### src/rtl/pattern_sequencer.sv
// Raster-scan coordinate sequencer for a test-pattern generator.
// Walks (hcount, vcount) over a frame under valid/ready and steps the pattern select between frames.
module pattern_sequencer #(
  parameter int unsigned HRES               = 1280,
  parameter int unsigned VRES               = 720,
  parameter int unsigned FRAMES_PER_PATTERN = 60
) (
  input  logic                    clk_in,
  input  logic                    rst_in,
  input  logic                    start_in,
  input  logic                    stop_in,
  input  logic                    advance_in,
  input  logic                    auto_en_in,
  input  logic                    ready_in,
  output logic                    valid_out,
  output logic [$clog2(HRES)-1:0] hcount_out,
  output logic [$clog2(VRES)-1:0] vcount_out,
  output logic [1:0]              sel_out,
  output logic                    frame_done_out,
  output logic                    busy_out
);

  localparam int unsigned HW = $clog2(HRES);
  localparam int unsigned VW = $clog2(VRES);

  localparam logic [HW-1:0] HLast  = HW'(HRES - 1);
  localparam logic [VW-1:0] VLast  = VW'(VRES - 1);
  localparam logic [16:0]   FppCnt = 17'(FRAMES_PER_PATTERN);

  typedef enum logic [1:0] {
    StIdle,
    StScan,
    StFrameEnd
  } state_e;

  state_e        state_q, state_d;
  logic [HW-1:0] hcount_q, hcount_d;
  logic [VW-1:0] vcount_q, vcount_d;
  logic [1:0]    sel_q, sel_d;
  logic [15:0]   frame_cnt_q, frame_cnt_d;
  logic          adv_pend_q, adv_pend_d;
  logic          stop_pend_q, stop_pend_d;

  logic [16:0]   frame_inc;
  logic          auto_adv;

  always_comb begin
    state_d     = state_q;
    hcount_d    = hcount_q;
    vcount_d    = vcount_q;
    sel_d       = sel_q;
    frame_cnt_d = frame_cnt_q;
    adv_pend_d  = adv_pend_q;
    stop_pend_d = stop_pend_q;
    frame_inc   = {1'b0, frame_cnt_q} + 17'd1;
    auto_adv    = 1'b0;

    case (state_q)
      StIdle: begin
        // In idle an advance takes effect at once so a pattern can be picked before starting.
        if (advance_in) begin
          sel_d       = sel_q + 2'd1;
          frame_cnt_d = '0;
        end
        if (start_in) begin
          state_d     = StScan;
          hcount_d    = '0;
          vcount_d    = '0;
          stop_pend_d = stop_in;
        end
      end

      StScan: begin
        if (advance_in) adv_pend_d = 1'b1;
        if (stop_in)    stop_pend_d = 1'b1;
        if (ready_in) begin
          if (hcount_q == HLast) begin
            hcount_d = '0;
            if (vcount_q == VLast) begin
              vcount_d = '0;
              state_d  = StFrameEnd;
            end else begin
              vcount_d = vcount_q + VW'(1);
            end
          end else begin
            hcount_d = hcount_q + HW'(1);
          end
        end
      end

      StFrameEnd: begin
        if (frame_inc == FppCnt) begin
          frame_cnt_d = '0;
          auto_adv    = auto_en_in;
        end else begin
          frame_cnt_d = frame_inc[15:0];
        end
        // Manual and auto advances at the same boundary merge into one step.
        if (adv_pend_q || advance_in || auto_adv) begin
          sel_d       = sel_q + 2'd1;
          frame_cnt_d = '0;
        end
        adv_pend_d  = 1'b0;
        stop_pend_d = 1'b0;
        state_d     = (stop_pend_q || stop_in) ? StIdle : StScan;
      end

      default: state_d = StIdle;
    endcase
  end

  always_ff @(posedge clk_in or posedge rst_in) begin
    if (rst_in) begin
      state_q     <= StIdle;
      hcount_q    <= '0;
      vcount_q    <= '0;
      sel_q       <= '0;
      frame_cnt_q <= '0;
      adv_pend_q  <= 1'b0;
      stop_pend_q <= 1'b0;
    end else begin
      state_q     <= state_d;
      hcount_q    <= hcount_d;
      vcount_q    <= vcount_d;
      sel_q       <= sel_d;
      frame_cnt_q <= frame_cnt_d;
      adv_pend_q  <= adv_pend_d;
      stop_pend_q <= stop_pend_d;
    end
  end

  assign valid_out      = (state_q == StScan);
  assign frame_done_out = (state_q == StFrameEnd);
  assign busy_out       = (state_q != StIdle);
  assign hcount_out     = hcount_q;
  assign vcount_out     = vcount_q;
  assign sel_out        = sel_q;

endmodule

### config.mk
export PLATFORM = sky130hd
export DESIGN_NAME = pattern_sequencer
export DESIGN_NICKNAME = d
export VERILOG_FILES = /design/src/rtl/pattern_sequencer.sv
export SDC_FILE = /design/constraint.sdc
export NUM_CORES = 1
export LEC_CHECK = 0
export ABC_AREA = 1
export BUFFER_PORTS_ARGS = -buffer_cell sky130_fd_sc_hd__buf_2
export CORE_UTILIZATION = 45
export CTS_BUF_LIST = sky130_fd_sc_hd__clkbuf_4 sky130_fd_sc_hd__clkbuf_8
export CTS_CLUSTER_SIZE = 20
export DETAILED_ROUTE_END_ITERATION = 6
export GPL_TIMING_DRIVEN = 1
export HOLD_SLACK_MARGIN = 0.06
export PLACE_DENSITY = 0.7
export SETUP_SLACK_MARGIN = 0.2
export SLEW_MARGIN = 10
export SYNTH_ARGS = -nofsm -noshare
export SYNTH_HDL_FRONTEND = slang
export SYNTH_SLANG_ARGS = --single-unit
export TNS_END_PERCENT = 10
### constraint.sdc
create_clock -name clk_in -period 2 [get_ports clk_in]
set_input_delay 0 -clock clk_in [delete_from_list [all_inputs] [get_ports clk_in]]
set_output_delay 0 -clock clk_in [all_outputs]
set_load 0.01 [all_outputs]
# After elaboration in Yosys (flattened, before gate mapping)
# Cells that the tools add are included.
# totals
output_inout_bits	26
wordCells	69
reg_bits	43
# classes
addsub	4
n_reduce_logical	16
eq_ne	13
n_mux	29
# op_table
operator	count
$mux W16	3
$mux W10	4
$mux W11	3
$pmux W16 S2	1
$pmux W11 S2	1
$pmux W10 S2	1
$add A16 B1 Y17 const B	1
$eq A17 B6 Y1 const B	1
$mux W2	6
$add A11 B1 Y11 const B	1
$eq A11 B11 Y1 const B	1
$add A10 B1 Y10 const B	1
$eq A10 B10 Y1 const B	1
$ne A2 B2 Y1 const B	5
$reduce_and A3 Y1	3
$reduce_and A4 Y1	2
$reduce_bool A2 Y1	4
$mux W1	6
$ne A2 B1 Y1 const B	3
$pmux W2 S3	1
$pmux W2 S2	1
$reduce_and A2 Y1	2
$logic_or A1 B1 Y1	3
$pmux W1 S3	1
other kinds (6)	6

# Longest topological paths before layout
# Gate-level depths: netlist of the first run.
# depth
depth_word	7
mapped_depth	15

# Least setup slack after synthesis of the first run
# No wires, ideal clock.
# synth_timing
path_type	reg-to-reg
from	register state_q[1]
to	register hcount_q[6] (netlist: hcount_out[6])
stages_incl_launch_ff	12
setup_ns	0.063
arrival_time_ns	1.978
n_path_buf	2
required_time_ns	1.937
synth_period_minus_slack_ns	2.041
setup_slack_ns	-0.041
path_cell_list	dfrtp_1 -> inv_1 -> ha_1 -> buf_2 -> clkinv_1 -> o21ai_0 -> inv_1 -> o21ai_2 -> buf_2 -> a21oi_1 -> or2_2 -> inv_1
# synth_between
elab_chain_cells	3
word_cells_on_any_way	7
# synth_rtl
element	line_no	source
from (decl)	36	state_e state_q, state_d;
from (signal assigned)	114	state_q <= StIdle;
from (signal assigned)	122	state_q <= state_d;
$eq A2 B1 Y1 *	n/a	
via valid_out	15	output logic valid_out,
$ne A2 B2 Y1 (no source line) or $reduce_bool A2 Y1 (tied branches)	n/a	
$reduce_and A3 Y1 (no source line)	n/a	
to (signal assigned)	123	hcount_q <= hcount_d;
to (decl)	37	logic [HW-1:0] hcount_q, hcount_d;
# The timed path passes the listed nets; every way through them passes the cells marked *.
# A chain may end at the register's enable or synchronous reset.

# Final worst setup path of the first run
# layout_timing
from	register frame_cnt_q[1]
to	register frame_cnt_q[2]
# layout_between
elab_chain_cells	7
word_cells_on_any_way	8
# layout_rtl
element	line_no	source
from (decl)	40	logic [15:0] frame_cnt_q, frame_cnt_d;
from (signal assigned)	126	frame_cnt_q <= frame_cnt_d;
$add A16 B1 Y17 *	55	frame_inc = {1'b0, frame_cnt_q} + 17'd1;
$eq A17 B6 Y1	92	if (frame_inc == FppCnt) begin
$mux W1	92	
$mux W1	58	case (state_q)
$logic_or A1 B1 Y1	99	if (adv_pend_q || advance_in || auto_adv) begin
$mux W16 *	99	
$pmux W16 S2 *	58	
# Mark *: on every way between the ends. The rest lies on a longest branch, timed or not. The select of a mux whose other input is x is not followed.

==> metrics.md, run 1 <==
| Metric | Value |
|---|---|
| Hold Vio Cnt, Final | 0 |
| Net Count, Synth | 405 |
| Critical path class | flop to flop |
| Synth cell types | 35 |
| Via/cell ratio | 5.19 |
| Hpwl dp | 4880 um |
| Number of diodes | 0 |
| Syn-to-layout area delta | 38.5% |
| Clk buf depth | 2 |
| Fin crit period | 1.99 ns |
| Site row count | 28 |
| WL/cell | 13.2 um |
| LEAKAGE | 0.00181 uW |
| Reg clk slew, reported paths | 0.08 ns |
| DRT Wirelength | 7330 um |
| Power density of the placed cells | 908 mW/mm2 |
| Fmax | 503 MHz |
| Routed Antenna Nets | 0 |
| Clock sink count | 43 |
| Post-route cell area | 0.00388 mm2 |
| Min-Delay Path Class | input pin to flop |
| Share of cells above drive strength 1 | 0.374 |
| Final Max Slew Viols | 0 |
| CTS tree | done |
| Setup TNS | 0 ns |
| Tcrit/Tclk final | 0.993 |
| # fillers | 490 |
| Relative slew slack | 0.408 |
| Least-Margin Pin Slew | 0.883 ns |
| RSZ-0062 raised after global routing | true |
| CP startpoint kind | flop |
| Antenna violations before repair | 0 |
| Via Count | 2878 |
| Synth Instances | 391 |
| Worst vdd ir | 0.000851 V |
| Final-report setup violation count | 0 |
| # IOs | 33 |
| DIE WIDTH | 80.9 um |
| Register bit total from synthesis | 43 |
| GPL Wtd Cong | 0.873 |
| Vias in the first global route | 2619 |
| Total track usage | 0.217 |
| Die area | 0.00654 mm2 |
| Status | completed |
| Sequential-to-total area share from yosys stat | 0.384 |
| Critical Path RT | 2.18 ns |
| Max Cap Violations | 0 |
| CP endpoint kind | flop |
| CP arrival | 2.17 ns |
| Drt initial violations | 137 |
| Final layout net count | 494 |
| CTS H-Tree Depth | 2 |
| PortBufs | 32 |
| Avg Cell Area, Syn | 7.16 um2 |
| Placed instance area | 0.00324 mm2 |
| Die height | 80.9 um |
| Core Box Area | 0.00596 mm2 |
| Critical path fanouts, max | 8 |
| Global route total overflow | 0 |
| First-pass GRT wire length | 11100 um |
| Yosys warns | 0 |
| Mapped Area | 0.00280 mm2 |
| Starting Density | 0.470 |
| Root Driver | clkbuf_8 |
| Pin count of the biggest net entering global routing | 24 |
| Worst skew pair latency | 0.29 ns |
| DRC Markers | 0 |
| Number of buffers created by CTS | 5 |
| Clock Skew | 0.00426 ns |
| Drt pass-1 iters | 4 |
-- metal layers --
| metal | up-vias | track usage | share of wire |
|---|---|---|---|
| met5 | - | 0 | 0 |
| met4 | 0 | 0.0696 | 0.014 |
| met3 | 8 | 0.0360 | 0.038 |
| met2 | 57 | 0.403 | 0.52 |
| met1 | 1389 | 0.252 | 0.43 |
| li1 | 1424 | - | - |
-- cell families (layout without fill, tap and decap cells) --
kind of cell,after synthesis,count (layout),synth area share
compound gates,45,45,0.0889
xor+xnor,15,15,0.0496
fa+ha+maj,7,7,0.0313
simple gates,213,215,0.347
buf+inv,68,154,0.0987
flops,43,43,0.384
-- layout by cell type (no fill, tap or decap), types with 2 or more instances in the layout --
master,instances
a31oi_1,3
o22ai_1,4
inv_1,48
nand4_1,10
nand3_4,2
clkbuf_8,5
nand3_1,22
o21ai_2,5
ha_1,3
o21ai_0,9
dfrtp_1,41
buf_2,32
buf_12,2
o21ai_1,15
xnor2_1,2
buf_4,44
inv_2,9
xor2_1,12
nand2_1,88
nor2_1,20
a21oi_1,3
nand2_4,2
nor2_4,12
clkbuf_16,2
nor3_1,10
buf_6,5
nor2_2,14
nand3_2,9
dlygate4sd3_1,4
ha_4,3
nand2_2,18
nor4_1,2
or2_2,2
dfrtp_2,2
-- flip-flops by register name, summed over array words and instances, names as in the netlist --
name / flops
frame_cnt_q: 16
hcount_out: 11
vcount_out: 10
sel_out: 2
state_q: 2
adv_pend_q: 1
stop_pend_q: 1
-- synthesized netlist by cell type (all sizes together) --
cell	instances	area share
o22ai	4	0.0089
o21ai	30	0.055
o21bai	1	0.0027
o31ai	1	0.0027
a21oi	4	0.0071
buf	8	0.018
nor2	45	0.076
nand4	10	0.022
a211oi	1	0.0027
clkinv	1	0.0013
nor4	3	0.0067
nand3	33	0.064
nand3b	1	0.0027
or2	3	0.0067
ha	7	0.031
xnor2	2	0.0063
clkbuf	1	0.0013
nand2	107	0.15
xor2	13	0.043
a41oi	1	0.0031
a31oi	3	0.0067
dfrtp	43	0.38
inv	58	0.078
nor3	11	0.020
-- power by group --
part | total (uW) | leakage (uW) | internal [uW] | switching, uW
Sequential | 1070 | 0.000585 | 975 | 90.6
Clock | 533 | 0.0000406 | 247 | 286
Combinational | 1920 | 0.00118 | 867 | 1060
Total | 3520 | 0.00181 | 2090 | 1430
-- path summary, 6_finish.rpt --
kind | startpoint | end | slack [ns] | cells after the start
worst max register to register | frame_cnt_q[1] | frame_cnt_q[2] | 0.01 | 14
max in group asynchronous | rst_in | frame_cnt_q[12] | 1.07 | 4
worst max-delay path | frame_cnt_q[1] | frame_cnt_q[2] | 0.01 | 14
worst min-delay path | auto_en_in | frame_cnt_q[15] | 0.15 | 4
worst min register to register | adv_pend_q | adv_pend_q | 0.53 | 2
min in group asynchronous | rst_in | stop_pend_q | 0.32 | 3
-- final cells by class --
cell class	instances	area [um2]	area share
inverters	59	223	0.0574
flip-flops and latches	43	1080	0.278
well taps	75	93.8	0.0242
clock buffers	6	76.3	0.0197
multi-input cells	282	1730	0.446
repair buffers	89	677	0.175
-- worst max-delay path, cell delays in order (launching register included) --
cell and delay (ns):
dfrtp_1 0.36, ha_2 0.20, nand2_2 0.08, nor2_4 0.19, buf_6 0.13, nand3_2 0.06
nand2_1 0.08, nand2_2 0.08, nor2_4 0.12, nand2_1 0.07, nor2_2 0.09, nand3_2 0.11
nand2_4 0.12, buf_12 0.13, o21ai_1 0.06
-- metrics by stage --
stage                     instances  hold WS [ns]  utilization  total power [uW]  setup slack [ns]
final                           554         0.147        0.651              3520            0.0131
after global routing            554         0.167        0.651              3750            -0.123
after CTS                       533         0.128        0.576              2940            0.0586
after detailed placement        516         0.106        0.544              2380          -0.00657
after global placement          516         0.112        0.544              2360            0.0610
after floorplan                 391         0.156            -              1920             0.184
-- timing repair --
action / in CTS / in global routing
hold buffers: 4 / 0
buffers inserted: 6 / 18
pin swaps: 7 / 31
endpoints found under the hold margin: 24 / 0
gates resized for setup: 8 / 80
setup endpoints to repair: 36 / 39
gates cloned: 1 / 3
Power figures use the tool's default switching activity.
==> inputs of run 2 (changes only) <==
ABC_AREA = unset   (was 1)
TNS_END_PERCENT = 5   (was 10)
==> run 2 against run 1 <==
Net effect: critical path depth fell by 8; die area shrank 8.3%; sequential share of layout area is 4.5 points higher; routed wire length down 15%; sequential power barely moved; via count fell by 15%; clock skew rose by 0.0040 ns; area after synthesis down 8.5%; design area fell by 14%; power down 4.2%; clock power increased by 9.2%; first-iteration DRC count fell by 8.0%; critical endpoint is now vcount_out[8]; largest cell class unchanged.
==> metrics.md, run 2 <==
| Metric | Value |
|---|---|
| Synth area leader | dfrtp_1 |
| Sequential share of power | 0.314 (+0.011) |
| Async SR Flop Fraction | 1.00 (unchanged) |
| Syn-to-layout area delta | 30.9% |
| Die area | 0.00600 mm2 (-8.3%) |
| Least-Margin Pin Slew | 0.643 ns (-0.241 ns) |
| GPL Wtd Cong | 0.920 (+5.4%) |
| # IOs | 33 (unchanged) |
| Yosys warns | 0 (unchanged) |
| Mapped Area | 0.00256 mm2 (-8.5%) |
| RSZ-0062 raised after global routing | true |
| Die height | 77.5 um (-4.3%) |
| Number of synthesized flops with an enable pin | 0 (unchanged) |
| Critical path fanouts, max | 5 (-3) |
| Worst setup path startpoint | hcount_out[8] |
| Drt pass-1 iters | 4 (unchanged) |
| Clock Skew | 0.00829 ns (+0.00402 ns) |
| Status | completed |
| DRC Markers | 0 (unchanged) |
| Gate power share | 0.513 (-0.033) |
| Hpwl dp | 4490 um (-8.0%) |
| Final-report setup violation count | 0 (unchanged) |
| # fillers | 458 (-6.5%) |
| Sequential-to-total area share from yosys stat | 0.420 (+0.0358) |
| Main synth FF type | dfrtp_1 |
| Internal power | 2000 uW (-4.3%) |
| DRT Wirelength | 6260 um (-15%) |
| Final Max Slew Viols | 0 (unchanged) |
| Root Driver | clkbuf_8 |
| CP max stage cell | or3b_4 |
| Synth cell types | 50 (+43%) |
| Total track usage | 0.224 (+0.00650) |
| CTS H-Tree Depth | 2 (unchanged) |
| Pin count of the biggest net entering global routing | 18 (-25%) |
| Top reg by flops | frame_cnt_q |
| Synth cell count leaders | dfrtp_1, nand2_1, nor2_1 |
| Synth top area cells | dfrtp_1, nand2_1, nand3_1 |
| First-pass GRT wire length | 10800 um (-2.8%) |
| Slowest stage delay, CP | 0.41 ns (+0.05 ns) |
| Min-Delay Path Class | input pin to flop |
| Final layout net count | 376 (-24%) |
| Largest family of logic cells by synthesized area | simple AND/OR/NAND/NOR gates |
| DIE WIDTH | 77.5 um (-4.3%) |
| PortBufs | 32 (unchanged) |
| Clock sink count | 43 (unchanged) |
| Antenna violations before repair | 0 (unchanged) |
| Starting Density | 0.465 (-0.00503) |
| Synth Area in XOR/XNOR | 0.0342 (-0.0154) |
| CP endpoint kind | flop |
| Switching share of power | 0.407 (about the same) |
| Worst reg2reg path depth | 6 (-8) |
| Number of diodes | 0 (unchanged) |
| Routed Antenna Nets | 0 (unchanged) |
| Commonest non-fill, non-tap cell in the layout | nand2_1 |
| Vias in the first global route | 2339 (-11%) |
| Clk buf depth | 2 (unchanged) |
| WL/cell | 14.4 um (+8.7%) |
| Power density of the placed cells | 1010 mW/mm2 (+11%) |
| CP arrival | 2.12 ns (-0.05 ns) |
| FF-to-FF Start | hcount_out[8] |
| Tcrit/Tclk final | 0.962 (-0.0315) |
| Fmax | 520 MHz (+3.3%) |
| CP startpoint kind | flop |
| Switch Pwr | 1370 uW (-4.1%) |
| Largest register FFs | 16 (unchanged) |
| Fin crit period | 1.92 ns (-0.0631 ns) |
| Reg clk slew, reported paths | 0.09 ns (about the same) |
| Synth Instances | 293 (-25%) |
| Critical Path, Cell by Cell | or3b_4, o41ai_4, nand2b_4, nor4_4, xnor2_2, a21oi_2 |
| Critical path class | flop to flop |
| Number of buffers created by CTS | 5 (unchanged) |
| Register bit total from synthesis | 43 (unchanged) |
| Global route total overflow | 0 (unchanged) |
| Crit path to | vcount_out[8] |
| Net Count, Synth | 307 (-24%) |
| Core Box Area | 0.00551 mm2 (-7.5%) |
| Avg Cell Area, Syn | 8.75 um2 (+22%) |
| Final Non-Filler Cells | 435 (-21%) |
| Critical Path RT | 2.20 ns (+0.02 ns) |
| Clock power share | 0.173 (+0.022) |
| Share of cells above drive strength 1 | 0.353 (-0.0211) |
| Reg-to-reg slack, setup | 0.08 ns (+0.06 ns) |
| Worst vdd ir | 0.000422 V (-50%) |
| Synth Area in Adders | 0.0342 (+0.00292) |
| Worst skew pair latency | 0.30 ns (about the same) |
| Worst hold start | start_in |
| CTS tree | done |
| Compound-gate portion of the synthesized area | 0.176 (+0.0869) |
| Endpoint of the worst register-to-register path | vcount_out[8] |
| Relative slew slack | 0.569 (+0.161) |
| Post-synthesis simple-gate area fraction | 0.277 (-0.0706) |
| Max Cap Violations | 0 (unchanged) |
| Placed Cells incl. Taps | 422 (-18%) |
| Yosys top cell area share | 0.420 (+0.0358) |
| Site row count | 27 (-3.6%) |
| Post-layout util | 0.609 (-0.0423) |
| LEAKAGE | 0.00153 uW (-15%) |
| Drt initial violations | 126 (-8.0%) |
| Most frequent cells in the layout | nand2_1, dfrtp_1, buf_4 |
| Hold Vio Cnt, Final | 0 (unchanged) |
| Via/cell ratio | 5.62 (+8.2%) |
| Via Count | 2444 (-15%) |
| Fraction of synthesized area in multiplexers | 0.0239 (+0.0239) |
-- run 2: changes by cell type in the layout (fill, tap and decap cells not counted), moves of 7 or more --
cell | previous run | this run
nand2_1 | 88 | 41
inv_1 | 48 | 8
nand2_2 | 18 | 1
nor2_4 | 12 | 0
nor2_2 | 14 | 3
buf_4 | 44 | 34
nand3_2 | 9 | 1
inv_2 | 9 | 2
-- run 2: area by class of cell --
class | count | area (um2) | area share
multi-input cells | 229 | 1550 | 0.463
inverters | 11 | 41.3 | 0.0123
clock inverters | 3 | 23.8 | 0.00709
clock buffers | 5 | 68.8 | 0.0205
flip-flops and latches | 43 | 1080 | 0.324
repair buffers | 72 | 493 | 0.147
well taps | 72 | 90.1 | 0.0269
-- run 2: worst max-delay path: cells and delay by family (launching register included) --
family,cells,cell delay (ns)
AOI/OAI and AO/OA,2,0.44
xor gates and xnor gates,1,0.15
DFF,1,0.39
and+or+nand+nor,3,0.85
-- run 2: worst min path at each step --
stage | depth (start not counted) | to
3_5_place_dp | 2 | hcount_out[7]
6_report | 4 | state_q[1]
2_1_floorplan | 2 | state_q[1]
5_1_grt | 4 | state_q[1]
3_3_place_gp | 2 | hcount_out[7]
4_1_cts | 4 | state_q[1]
-- run 2: kinds of logic after synthesis --
logic type | after synthesis
AOI/OAI and AO/OA | 67
adders and majority gates | 7
xor gates and xnor gates | 10
and+or+nand+nor | 139
buffers and inverters | 21
DFF | 43
muxes | 6
-- run 2: power by group through the flow --
stage               Sequential [uW]  Clock, uW  Combinational, uW
finish                         1060        582               1730
global placement               1070          0               1480
global route                   1080        641               1910
CTS                            1060        608               1570
detailed placement             1080          0               1510
floorplan                      1100          0                904
-- run 2: metrics by stage --
| stage | setup TNS [ns] | setup slack (ns) | power, uW | area, um2 | hold slack (ns) |
|---|---|---|---|---|---|
| floorplan | -0.803 | -0.128 | 2000 | 2560 | 0.149 |
| global placement | 0 | 0.0609 | 2540 | 3040 | 0.0240 |
| detailed placement | -0.0635 | -0.0371 | 2590 | 3040 | 0.0389 |
| CTS | 0 | 0.0256 | 3240 | 3190 | 0.107 |
| global route | -0.131 | -0.0440 | 3630 | 3350 | 0.125 |
| finish | 0 | 0.0762 | 3370 | 3350 | 0.124 |
-- run 2: metal layers --
metal  up-vias  share of wire  track usage
met5         -              0            0
li1       1191              -            -
met3         9          0.027       0.0365
met4         0          0.014       0.0698
met2        45           0.51        0.394
met1      1199           0.45        0.279
-- run 2: what timing repair did --
| action | CTS | global route |
|---|---|---|
| endpoints found under the setup margin | 31 | 41 |
| resized for setup | 5 | 51 |
| hold buffers | 3 | 0 |
| hold endpoints to repair | 17 | 0 |
| setup buffers | 0 | 2 |
| pin swaps | 3 | 22 |
==> inputs of run 3 (changes only) <==
CORE_ASPECT_RATIO = 1.25   (was unset)
PLACE_DENSITY = 0.75   (was 0.7)
==> run 3 against run 2 <==
Net effect: design area rose by 1.0%; critical endpoint is now state_q[0]; critical path depth stayed put; hold slack worse by 0.060 ns.
==> metrics.md, run 3 (synthesis gave the netlist of run 2 again) <==
| Metric | Value |
|---|---|
| Status | completed |
| WL/cell | 14.9 um (+3.3%) |
| Worst skew pair latency | 0.30 ns (about the same) |
| Least-Margin Pin Slew | 0.546 ns (-0.0961 ns) |
| Most frequent cells in the layout | nand2_1, dfrtp_1, buf_4 |
| Top reg by flops | frame_cnt_q |
| Antenna violations before repair | 0 (unchanged) |
| Fin Hold WS | 0.0641 ns (-0.0602 ns) |
| First-pass GRT wire length | 10600 um (-2.0%) |
| CTS H-Tree Depth | 2 (unchanged) |
| CP endpoint kind | flop |
| CP startpoint kind | flop |
| Site row count | 30 (+11%) |
| Min-Delay Path Class | input pin to flop |
| Share of cells above drive strength 1 | 0.355 (+0.00195) |
| Tcrit/Tclk final | 0.994 (+0.0323) |
| Total track usage | 0.216 (-0.00797) |
| Register area | 0.00108 mm2 (-0.35%) |
| RSZ-0062 raised after global routing | true |
| # fillers | 424 (-7.4%) |
| Critical path class | flop to flop |
| Via/cell ratio | 5.80 (+3.2%) |
| Reg clk slew, reported paths | 0.09 ns (about the same) |
| Fin crit period | 1.99 ns (+0.0645 ns) |
| Fmax | 503 MHz (-3.2%) |
| # IOs | 33 (unchanged) |
| Final-report setup violation count | 0 (unchanged) |
| PortBufs | 32 (unchanged) |
| Relative slew slack | 0.636 (+0.0667) |
| Drt initial violations | 144 (+14%) |
| Commonest non-fill, non-tap cell in the layout | nand2_1 |
| Routed Antenna Nets | 0 (unchanged) |
| DIE WIDTH | 69.5 um (-10%) |
| Clock sink count | 43 (unchanged) |
| Clock Skew | 0.00962 ns (+0.00134 ns) |
| Post-layout util | 0.622 (+0.0133) |
| LEAKAGE | 0.00155 uW (+1.2%) |
| Area of the multi-input gates | 0.00160 mm2 (+3.2%) |
| Hpwl dp | 4340 um (-3.4%) |
| Drt pass-1 iters | 4 (unchanged) |
| CP arrival | 2.16 ns (+0.04 ns) |
| Final layout net count | 374 (-0.53%) |
| Worst vdd ir | 0.000451 V (+6.9%) |
| Final Max Slew Viols | 0 (unchanged) |
| Critical Path RT | 2.17 ns (-0.03 ns) |
| Largest register FFs | 16 (unchanged) |
| Total chip power | 3570 uW (+6.0%) |
| Clk buf depth | 2 (unchanged) |
| GPL Wtd Cong | 0.863 (-6.2%) |
| Via Count | 2464 (+0.82%) |
| Vias in the first global route | 2294 (-1.9%) |
| Critical path fanouts, max | 8 (+3) |
| DRT Wirelength | 6320 um (+0.96%) |
| Pin count of the biggest net entering global routing | 44 (+26) |
| Core Box Area | 0.00544 mm2 (-1.2%) |
| Hold Vio Cnt, Final | 0 (unchanged) |
| Die height | 86.4 um (+12%) |
| Die area | 0.00600 mm2 (about the same) |
| Power density of the placed cells | 1060 mW/mm2 (+4.9%) |
| DRC Markers | 0 (unchanged) |
| Number of diodes | 0 (unchanged) |
| Global route total overflow | 0 (unchanged) |
| CTS tree | done |
| Placed Cells incl. Taps | 413 (-2.1%) |
| Starting Density | 0.471 (+0.00546) |
| Number of buffers created by CTS | 5 (unchanged) |
| Syn-to-layout area delta | 32.2% |
| Final Non-Filler Cells | 425 (-2.3%) |
| Max Cap Violations | 0 (unchanged) |
| Root Driver | clkbuf_8 |
==> run 3: cell types whose count changed in the layout (fill, tap and decap cells not counted), sizes merged <==
cell,before,now
buf,68,67
bufinv,0,1
clkinvlp,2,0
==> run 3: final timing paths <==
check / from / end / slack, ns / cells past startpoint
max: hcount_out[8] / state_q[0] / 0.01 / 6
min: advance_in / adv_pend_q / 0.06 / 4
max reg2reg: hcount_out[8] / state_q[0] / 0.01 / 6
min reg2reg: sel_out[1] / sel_out[1] / 0.46 / 1
max in group asynchronous: rst_in / frame_cnt_q[4] / 1.19 / 4
min in group asynchronous: rst_in / vcount_out[6] / 0.40 / 4
==> run 3: metrics by stage <==
| stage | area (um2) | setup slack [ns] | TNS (ns) |
|---|---|---|---|
| after floorplan | 2560 | -0.128 | -0.803 |
| after global placement | 3020 | 0.0743 | 0 |
| after detailed placement | 3020 | -0.00426 | -0.00426 |
| after CTS | 3340 | -0.0182 | -0.0313 |
| after global routing | 3390 | -0.0429 | -0.114 |
| final | 3390 | 0.0117 | 0 |
==> run 3: cell type report <==
| class | count | share of cell area |
|---|---|---|
| multi-input combinational | 229 | 0.473 |
| sequential | 43 | 0.319 |
| timing repair buffer | 70 | 0.137 |
| clock buffer | 6 | 0.0244 |
| tap | 64 | 0.0236 |
| inverter | 11 | 0.0122 |
| clock inverter | 2 | 0.0103 |
==> run 3: where the power goes <==
group,switching (uW),internal [uW],total (uW)
sequential,90.0,977,1070
clock,311,404,715
combinational,1010,785,1790
total,1410,2170,3570
==> run 3: routing by layer <==
metal	share of wire	up-vias	GRT usage
met2	0.53	55	0.386
met3	0.040	10	0.0407
met5	0	-	0
met4	0.016	0	0.0724
li1	-	1188	-
met1	0.42	1211	0.261
==> run 3: critical path: stages (launching register included) <==
cell and delay, ns:
dfrtp_1 0.39, or3b_4 0.41, o41ai_4 0.42, buf_4 0.24, nand2_1 0.09, o21ai_0 0.21
o41ai_2 0.10
==> run 3: what timing repair did <==
item / in CTS / in global routing
gates resized for setup: 53 / 8
buffers inserted: 1 / 0
setup endpoints to repair: 34 / 32
hold buffers: 3 / 0
endpoints found under the hold margin: 45 / 0
pin swaps: 41 / 23
